--- config.mk ---
export PLATFORM = sky130hd
export DESIGN_NAME = imem_loader_flat
export DESIGN_NICKNAME = d
export VERILOG_FILES = /design/src/rtl/imem_loader_pkg.sv /design/src/rtl/imem_loader_if.sv /design/src/rtl/imem_loader_byte_packer.sv /design/src/rtl/imem_loader.sv /design/src/flat_wrapper.sv
export SDC_FILE = /design/constraint.sdc
export NUM_CORES = 1
export LEC_CHECK = 0
export ABC_AREA = 1
export BUFFER_PORTS_ARGS = -buffer_cell sky130_fd_sc_hd__buf_4
export CORE_MARGIN = 4
export CORE_UTILIZATION = 51
export CTS_CLUSTER_DIAMETER = 30
export DETAILED_ROUTE_END_ITERATION = 10
export GPL_ROUTABILITY_DRIVEN = 1
export GPL_TIMING_DRIVEN = 0
export HOLD_SLACK_MARGIN = 0.03
export PLACE_DENSITY = 0.76
export SYNTH_ARGS = -nofsm -noshare
export SYNTH_HDL_FRONTEND = slang
export SYNTH_SLANG_ARGS = --single-unit
export TNS_END_PERCENT = 5
--- constraint.sdc ---
create_clock -name clk -period 2.34 [get_ports clk]
set_input_delay 0.468 -clock clk [delete_from_list [all_inputs] [get_ports clk]]
set_output_delay 0.468 -clock clk [all_outputs]
set_load 0.01 [all_outputs]
--- src/rtl/imem_loader_pkg.sv ---
// Shared definitions for the instruction-memory loader and the instruction
// memory itself: default geometry and the loader state encoding.
package imem_loader_pkg;

  localparam int IMEM_DEPTH  = 256;
  localparam int IMEM_ADDR_W = 8;

  localparam logic [1:0] ST_IDLE  = 2'd0;
  localparam logic [1:0] ST_RECV  = 2'd1;
  localparam logic [1:0] ST_WRITE = 2'd2;
  localparam logic [1:0] ST_DONE  = 2'd3;

endpackage

--- src/rtl/imem_loader_if.sv ---
// Loader bus: load control, serial byte stream, memory write port and status.
// master = host/stream/memory side, slave = the loader.
interface imem_loader_if #(
  parameter int ADDR_W = imem_loader_pkg::IMEM_ADDR_W
);
  logic              start;
  logic              abort;
  logic [ADDR_W:0]   load_len;
  logic [7:0]        byte_in;
  logic              byte_valid;
  logic              byte_ready;
  logic              wr_en;
  logic [ADDR_W-1:0] wr_addr;
  logic [31:0]       wr_data;
  logic              cpu_hold;
  logic              busy;
  logic              done;
  logic              err;

  modport master (
    output start, abort, load_len, byte_in, byte_valid,
    input  byte_ready, wr_en, wr_addr, wr_data, cpu_hold, busy, done, err
  );

  modport slave (
    input  start, abort, load_len, byte_in, byte_valid,
    output byte_ready, wr_en, wr_addr, wr_data, cpu_hold, busy, done, err
  );
endinterface

--- src/rtl/imem_loader_byte_packer.sv ---
// Byte counter plus little-endian word assembly. Bytes 0..2 are stored;
// the 4th byte is merged combinationally so the full word is available in
// the same cycle as the 4th handshake.
module byte_packer (
  input  logic        clk,
  input  logic        rst,
  input  logic        clr_i,
  input  logic        shift_i,
  input  logic [7:0]  byte_i,
  output logic        last_o,
  output logic [31:0] word_o
);

  logic [1:0]  cnt_q, cnt_d;
  logic [23:0] asm_q, asm_d;

  assign last_o = (cnt_q == 2'd3);
  assign word_o = {byte_i, asm_q};

  // Next-state: clear on a new load, otherwise store byte k in lane k and
  // advance the counter (wraps 3 -> 0).
  always_comb begin
    cnt_d = cnt_q;
    asm_d = asm_q;
    if (clr_i) begin
      cnt_d = '0;
      asm_d = '0;
    end else if (shift_i) begin
      cnt_d = cnt_q + 2'd1;
      if (!last_o) asm_d[{cnt_q, 3'b000} +: 8] = byte_i;
    end
  end

  // Counter and assembly register state.
  always_ff @(posedge clk or posedge rst) begin
    if (rst) begin
      cnt_q <= '0;
      asm_q <= '0;
    end else begin
      cnt_q <= cnt_d;
      asm_q <= asm_d;
    end
  end

endmodule

--- src/rtl/imem_loader.sv ---
// Serial instruction-memory loader: accepts a byte stream, packs it into
// 32-bit little-endian words, writes them to consecutive word addresses and
// holds the CPU until a full load has completed.
module imem_loader
  import imem_loader_pkg::*;
#(
  parameter int DEPTH  = IMEM_DEPTH,
  parameter int ADDR_W = IMEM_ADDR_W
) (
  input  logic          clk,
  input  logic          rst,
  imem_loader_if.slave  bus
);

  localparam logic [ADDR_W:0] LEN_MAX = (ADDR_W+1)'(DEPTH);

  logic [1:0]        state_q, state_d;
  logic [ADDR_W:0]   len_q, len_d;
  logic [ADDR_W-1:0] word_q, word_d;
  logic [31:0]       wr_data_q, wr_data_d;
  logic              cpu_hold_q, cpu_hold_d;
  logic              err_q, err_d;

  logic        byte_ready, hs, len_ok, word_last;
  logic        pk_clr, pk_last;
  logic [31:0] pk_word;

  assign byte_ready = (state_q == ST_RECV) && !bus.abort;
  assign hs         = bus.byte_valid && byte_ready;
  assign len_ok     = (bus.load_len != '0) && (bus.load_len <= LEN_MAX);
  assign word_last  = (({1'b0, word_q} + (ADDR_W+1)'(1)) == len_q);

  byte_packer u_packer (
    .clk     (clk),
    .rst     (rst),
    .clr_i   (pk_clr),
    .shift_i (hs),
    .byte_i  (bus.byte_in),
    .last_o  (pk_last),
    .word_o  (pk_word)
  );

  // Load FSM: IDLE -> RECV (4 bytes) -> WRITE -> RECV ... -> DONE -> IDLE.
  // abort wins over everything in RECV/WRITE and leaves cpu_hold asserted.
  always_comb begin
    state_d    = state_q;
    len_d      = len_q;
    word_d     = word_q;
    wr_data_d  = wr_data_q;
    cpu_hold_d = cpu_hold_q;
    err_d      = 1'b0;
    pk_clr     = 1'b0;
    case (state_q)
      ST_IDLE: begin
        if (bus.start) begin
          if (len_ok) begin
            len_d      = bus.load_len;
            word_d     = '0;
            pk_clr     = 1'b1;
            cpu_hold_d = 1'b1;
            state_d    = ST_RECV;
          end else begin
            err_d = 1'b1;
          end
        end
      end
      ST_RECV: begin
        if (bus.abort) begin
          state_d = ST_IDLE;
        end else if (hs && pk_last) begin
          wr_data_d = pk_word;
          state_d   = ST_WRITE;
        end
      end
      ST_WRITE: begin
        if (bus.abort) begin
          state_d = ST_IDLE;
        end else if (word_last) begin
          state_d = ST_DONE;
        end else begin
          word_d  = word_q + 1'b1;
          state_d = ST_RECV;
        end
      end
      ST_DONE: begin
        cpu_hold_d = 1'b0;
        state_d    = ST_IDLE;
      end
      default: state_d = ST_IDLE;
    endcase
  end

  // Loader state; reset holds the CPU since memory contents are unknown.
  always_ff @(posedge clk or posedge rst) begin
    if (rst) begin
      state_q    <= ST_IDLE;
      len_q      <= '0;
      word_q     <= '0;
      wr_data_q  <= '0;
      cpu_hold_q <= 1'b1;
      err_q      <= 1'b0;
    end else begin
      state_q    <= state_d;
      len_q      <= len_d;
      word_q     <= word_d;
      wr_data_q  <= wr_data_d;
      cpu_hold_q <= cpu_hold_d;
      err_q      <= err_d;
    end
  end

  assign bus.byte_ready = byte_ready;
  assign bus.wr_en      = (state_q == ST_WRITE) && !bus.abort;
  assign bus.wr_addr    = word_q;
  assign bus.wr_data    = wr_data_q;
  assign bus.cpu_hold   = cpu_hold_q;
  assign bus.busy       = (state_q == ST_RECV) || (state_q == ST_WRITE);
  assign bus.done       = (state_q == ST_DONE);
  assign bus.err        = err_q;

endmodule

--- src/flat_wrapper.sv ---
// flat-port wrapper written by rule: the top's interface ports become plain ports
module imem_loader_flat import imem_loader_pkg::*;
#(
  parameter int DEPTH  = IMEM_DEPTH,
  parameter int ADDR_W = IMEM_ADDR_W
)
  (clk, rst, bus_start, bus_abort, bus_load_len, bus_byte_in, bus_byte_valid, bus_byte_ready, bus_wr_en, bus_wr_addr, bus_wr_data, bus_cpu_hold, bus_busy, bus_done, bus_err);
  imem_loader_if #(.ADDR_W(ADDR_W)) bus_i ();
  input  logic clk;
  input  logic rst;
  input wire logic [$bits(bus_i.start)-1:0] bus_start;
  input wire logic [$bits(bus_i.abort)-1:0] bus_abort;
  input wire logic [$bits(bus_i.load_len)-1:0] bus_load_len;
  input wire logic [$bits(bus_i.byte_in)-1:0] bus_byte_in;
  input wire logic [$bits(bus_i.byte_valid)-1:0] bus_byte_valid;
  output wire logic [$bits(bus_i.byte_ready)-1:0] bus_byte_ready;
  output wire logic [$bits(bus_i.wr_en)-1:0] bus_wr_en;
  output wire logic [$bits(bus_i.wr_addr)-1:0] bus_wr_addr;
  output wire logic [$bits(bus_i.wr_data)-1:0] bus_wr_data;
  output wire logic [$bits(bus_i.cpu_hold)-1:0] bus_cpu_hold;
  output wire logic [$bits(bus_i.busy)-1:0] bus_busy;
  output wire logic [$bits(bus_i.done)-1:0] bus_done;
  output wire logic [$bits(bus_i.err)-1:0] bus_err;
  assign bus_i.start = bus_start;
  assign bus_i.abort = bus_abort;
  assign bus_i.load_len = bus_load_len;
  assign bus_i.byte_in = bus_byte_in;
  assign bus_i.byte_valid = bus_byte_valid;
  assign bus_byte_ready = bus_i.byte_ready;
  assign bus_wr_en = bus_i.wr_en;
  assign bus_wr_addr = bus_i.wr_addr;
  assign bus_wr_data = bus_i.wr_data;
  assign bus_cpu_hold = bus_i.cpu_hold;
  assign bus_busy = bus_i.busy;
  assign bus_done = bus_i.done;
  assign bus_err = bus_i.err;
  imem_loader #(.DEPTH(DEPTH), .ADDR_W(ADDR_W)) u_core (.clk(clk), .rst(rst), .bus(bus_i));
endmodule
==> results of run 1 <==
report_power, final:
group | internal, mW | switching [mW]
combinational | 0.699 | 1.11
sequential | 1.76 | 0.215
clock | 0.616 | 0.548
cell type report:
type | count | area, um^2 | area share [%]
Sequential cell | 79 | 1980 | 41.1
Clock buffer | 9 | 124 | 2.57
Tap cell | 99 | 124 | 2.57
Inverter | 95 | 360 | 7.48
Clock inverter | 7 | 104 | 2.16
Multi-Input combinational cell | 302 | 1540 | 32.0
Timing Repair Buffer | 68 | 523 | 10.9
Buffer | 15 | 63.8 | 1.33
worst paths after layout:
kind	start	endpoint	slack (ns)	cells after the start
min in group clk	bus_load_len[6]	u_core.len_q[6]	0.32	3
worst min-delay path	rst	u_core.bus.err	0.29	2
worst min register to register	u_core.bus.wr_data[6]	u_core.bus.wr_data[6]	0.49	2
worst max-delay path	u_core.state_q[1]	u_core.u_packer.asm_q[5]	0.24	10
worst max register to register	u_core.state_q[1]	u_core.u_packer.asm_q[5]	0.24	10
max in group asynchronous	rst	u_core.bus.wr_data[13]	1.38	3
synthesized netlist by cell type, drive strengths merged:
cell type / n / share of area [%]
nand2: 151 / 15
inv: 94 / 9.0
dfrtp: 78 / 50
o21ai: 46 / 5.8
nor2: 30 / 3.5
nand3: 16 / 2.3
o211ai: 16 / 3.1
nand4: 14 / 2.8
clkbuf: 10 / 0.95
ha: 10 / 3.2
o22ai: 8 / 1.3
buf: 5 / 0.67
a21oi: 3 / 0.48
nand3b: 3 / 0.57
o21bai: 2 / 0.48
a21boi: 1 / 0.29
a22oi: 1 / 0.19
clkinv: 1 / 0.095
dfstp: 1 / 0.67
nor3b: 1 / 0.48
cells by family (layout without fill, tap and decap cells):
group	Yosys count	count (layout)	share of synthesized area, %
adders and majority gates	10	10	3.18
AOI/OAI and AO/OA	77	77	11.6
buffers and inverters	110	194	10.7
and+or+nand+nor	215	215	24.3
DFF	79	79	50.2
metal layers:
layer,wire (um),global-route usage (%)
met1,4130,30.0
met2,4500,36.0
met3,540,3.83
met4,138,9.36
met5,0,0
state kept, by name (all words and copies together) (netlist names):
name                   cells
u_core.len_q               9
u_core.bus.wr_data        32
u_core.bus.cpu_hold        1
u_core.u_packer.cnt_q      2
u_core.bus.err             1
u_core.u_packer.asm_q     24
u_core.bus.wr_addr         8
u_core.state_q             2
==> key figures, run 1 <==
Setup path
  • CP Class: flip-flop to flip-flop
  • CP Launch Type: flip-flop
  • Worst path max stage delay: 0.48 ns
  • Critical path capture point type: flip-flop
  • CP Cell Sequence: inv_1 > ha_1 > nand2_1 > inv_2 > nand2_2 > nor3b_4 > nand4_4 > o22ai_1 > nand2_1 > inv_1
  • CP required: between 2 and 3 ns
  • Slowest stage cell, crit path: nor3b_4
  • CP Max Fanout: 9
  • Arrival @ worst endpoint: between 2 and 2.5 ns
  • CP bufs+invs: 3
  • Delay-heaviest family, CP: simple AND/OR/NAND/NOR gates

Place
  • Dpl ws: 0.223 ns
  • Dpl cells: between 600 and 700
  • Gpl congestion: approximately 0.91
  • DP HPWL: approximately 6800 um
  • Dpl cell area: ~0.0046 mm^2
  • Port-buffer cells: 67

Finish
  • Fin cells: roughly 670
  • Commonest non-fill, non-tap cell in the layout: nand2_1
  • N_diodes: 0
  • Share of cells above drive strength 1: a little under a fifth
  • Final Cell Area: between 0.004 and 0.005 mm^2
  • Final core utilization: 65.3%
  • Most frequent cells in the layout: nand2_1 (148), inv_1 (92), dfrtp_1 (78)
  • Layout Nets: about 600
  • # fillers: between 600 and 700
  • Area grow syn2layout: 22.3%

Die
  • IO Count: 68
  • FP Rows: 31
  • Vert. Die Dim: 95.9 um
  • Die width: between 90 and 100 um
  • Die area: between 0.009 and 0.01 mm^2
  • Initial Util: between 50% and 60%
  • Core box area: between 0.007 and 0.008 mm^2

CTS
  • Setup bufs post-CTS: 0
  • Worst-case clock buffer depth: 2
  • Worst-Skew Late Latency: roughly 0.36 ns
  • CTS tree: built
  • Post-CTS Resized: 0
  • Clock sinks: 79
  • Clock slew at reported path FFs: 0.09 ns
  • Htree depth: 3
  • Hold buffer count at cts: 0
  • Num CTS Buffers: 9
  • CTS root buffer: clkbuf_8

Run
  • Max cap viols: 0

Timing
  • Final clock period utilization by the worst path: between 80% and 90%
  • Upper clock frequency limit: around 480 MHz
  • Worst relative slew slack: ~40%
  • Final Hold Slack: approximately 0.29 ns
  • Slew @ Worst Pin: around 0.90 ns
  • Setup violators final: 0
  • Minimum clock period: approximately 2.1 ns
  • Hold Fails Final Rpt: 0
  • Clock skew: around 0.0085 ns
  • Final Max Slew Viols: 0
  • RSZ-0062 raised after global routing: false
  • Final worst slack: 0.239 ns
  • Setup TNS Final: 0 ns

Global routing
  • Grt total ovfl: 0
  • Initial antenna violation count: 0
  • First-pass GRT wire length: 15800 um
  • Vias in the first global route: 3393
  • Largest net degree at the start of global routing: just over 40
  • Global Route Usage Sum: between 20 and 25%

Yosys
  • Seq/Total Area, Yosys: roughly half
  • Syn avg cell area: around 8 um^2
  • Cell count after synthesis: around 500
  • Syn Std Cell Area: 0.00394 mm^2
  • Yosys warns: 0
  • Cell variety after synth: 33
  • Yosys reg bits: a little under 80
  • Mapped Nets: ~520

Detailed routing
  • DR WL/cell: about 14 um
  • Drt first pass iters: 5
  • Residual DRC: 0
  • Vias: between 3000 and 4000
  • Final WL: roughly 9300 um
  • Iteration-0 DRC Markers: around 200
  • DRT antenna net count: 0
  • Vias per std cell: about 5.0

Pwr
  • Pleak: roughly 2.7 nW
  • Power per Cell Area: about 1000 mW/mm^2
  • Final Power: 4.94 mW
  • Max VDD drop: 576 uV

Hold path
  • Hold Path Class: input pin to asynchronous set/reset pin

Run status
  • Outcome: finished, final reports clean
(Power assumes the default switching activity.)
==> inputs of run 2 (changes only) <==
==> constraint.sdc (replaced) <==
create_clock -name clk -period 2.34 [get_ports clk]
set_input_delay 0.117 -clock clk [delete_from_list [all_inputs] [get_ports clk]]
set_output_delay 0.117 -clock clk [all_outputs]
set_load 0.01 [all_outputs]
==> run 2 against run 1 <==
Setup slack improved by 0.070 ns; clock skew barely moved; largest cell class unchanged; highest routed layer unchanged; critical endpoint is now u_core.u_packer.asm_q[4]; routed wire length fell by 2.1%.
==> key figures, run 2 (synthesized netlist as in run 1, its figures left out) <==
Finish
  • Max reg flops: 32
  • Most frequent cells in the layout: nand2_1 (148), inv_1 (92), dfrtp_1 (78)
  • Layout Nets: around 610
  • Commonest non-fill, non-tap cell in the layout: nand2_1
  • Final core utilization: about two thirds
  • N_diodes: 0
  • Fin cells: about 700
  • Area grow syn2layout: 24.6%
  • Final Cell Area: just under 0.005 mm^2
  • Share of cells above drive strength 1: a little under a fifth

Detailed routing
  • Vias per std cell: ~5.0
  • Residual DRC: 0
  • Iteration-0 DRC Markers: between 200 and 250
  • DR WL/cell: 13.4 um
  • DRT antenna net count: 0
  • Drt first pass iters: 4
  • Vias: 3400
  • Final WL: about 9100 um

Setup path
  • Slowest stage cell, crit path: nor3b_4
  • CP required: between 2 and 3 ns
  • CP Class: flip-flop to flip-flop
  • Arrival @ worst endpoint: roughly 2.3 ns
  • Delay-heaviest family, CP: simple AND/OR/NAND/NOR gates
  • CP Cell Sequence: inv_1 > ha_1 > nand2_1 > inv_2 > nand2_2 > nor3b_4 > nand4_4 > o22ai_1 > nand2_1 > inv_1
  • CP bufs+invs: 3
  • Worst path max stage delay: around 0.45 ns
  • CP Launch Type: flip-flop
  • CP Max Fanout: 9
  • Critical path capture point type: flip-flop

Timing
  • Slew @ Worst Pin: roughly 0.54 ns
  • Final Max Slew Viols: 0
  • Setup TNS Final: 0 ns
  • Final Hold Slack: 0.0438 ns
  • Clock skew: ~0.0081 ns
  • RSZ-0062 raised after global routing: false
  • Final clock period utilization by the worst path: 86.8%
  • Worst relative slew slack: between 60% and 70%
  • Final worst slack: between 0.3 and 0.4 ns
  • Minimum clock period: 2.03 ns
  • Hold Fails Final Rpt: 0
  • Setup violators final: 0
  • Upper clock frequency limit: between 400 and 500 MHz

Die
  • IO Count: about 70
  • Vert. Die Dim: about 96 um
  • Core box area: between 0.007 and 0.008 mm^2
  • Initial Util: between 50% and 60%
  • FP Rows: 31
  • Die area: around 0.0092 mm^2
  • Die width: between 90 and 100 um

CTS
  • Htree depth: 3
  • Clock slew at reported path FFs: 0.08 ns
  • Worst-Skew Late Latency: between 0.3 and 0.4 ns
  • CTS root buffer: clkbuf_8
  • Clock sinks: 79
  • Num CTS Buffers: 9
  • Worst-case clock buffer depth: 2
  • CTS tree: built
  • Setup bufs post-CTS: 0

Place
  • Port-buffer cells: 67
  • Dpl ws: ~0.24 ns
  • Dpl cells: around 660
  • Gpl congestion: approximately 0.87
  • DP HPWL: around 6600 um
  • Dpl cell area: 0.00459 mm^2

Global routing
  • Grt total ovfl: 0
  • Vias in the first global route: around 3200
  • First-pass GRT wire length: 15300 um
  • Initial antenna violation count: 0
  • Global Route Usage Sum: around 22%
  • Met2 global-route usage: between 30% and 40%
  • Most Crowded Layer GR: met2
  • Largest net degree at the start of global routing: 72
  • Met3 GRT Util: roughly 4%
  • Met1 GRT Util: 30.3%

Pwr
  • Final Power: roughly 5 mW
  • Pleak: 2.76 nW
  • Max VDD drop: just over 700 uV
  • Power per Cell Area: roughly 1000 mW/mm^2

Run
  • Max cap viols: 0

Run status
  • Outcome: finished, final reports clean

Hold path
  • Hold Path Class: input pin to flip-flop
[run 2: cell count changes in the layout (fill, tap and decap cells not counted), sizes merged]
cell	previous run	this run
clkinvlp	3	1
bufinv	2	3
dlygate4sd3	0	7
inv	96	94
clkinv	1	3
[run 2: final cells by class]
cell class,instances,area (um^2)
multi-input combinational,302,1540
timing repair buffer,75,601
fill,634,2460
buffer,14,60.1
clock buffer,10,138
clock inverter,6,108
sequential,79,1980
inverter,95,359
tap,99,124
[run 2: final timing paths]
path,startpoint,end,slack [ns],cells past startpoint
min in group asynchronous,rst,u_core.bus.wr_addr[7],0.22,3
min,bus_load_len[8],u_core.len_q[8],0.04,3
max,u_core.state_q[1],u_core.u_packer.asm_q[4],0.31,10
min reg2reg,u_core.bus.wr_data[2],u_core.bus.wr_data[2],0.49,2
max in group asynchronous,rst,u_core.bus.cpu_hold,1.54,4
max reg2reg,u_core.state_q[1],u_core.u_packer.asm_q[4],0.31,10
[run 2: worst min-delay path, cell delays in order]
cell and delay, ns:
buf_4 0.09, nand2_1 0.06, o21ai_0 0.08
[run 2: power breakdown]
group / switching (mW) / internal (mW) / total [mW]
registers: 0.206 / 1.76 / 1.96
logic: 1.10 / 0.707 / 1.81
clock network: 0.510 / 0.734 / 1.24
total: 1.82 / 3.20 / 5.02
[run 2: layer usage]
layer	routed length [um]	vias up	share of wire [%]
li1	-	1698	-
met1	4160	1587	46
met2	4270	99	47
met3	503	16	5.5
met4	182	0	2.0
met5	0	-	0
[run 2: what timing repair did]
action,in CTS,in global routing
setup endpoints to repair,0,1
gates resized for setup,0,0
hold buffers,7,0
hold endpoints to repair,84,0
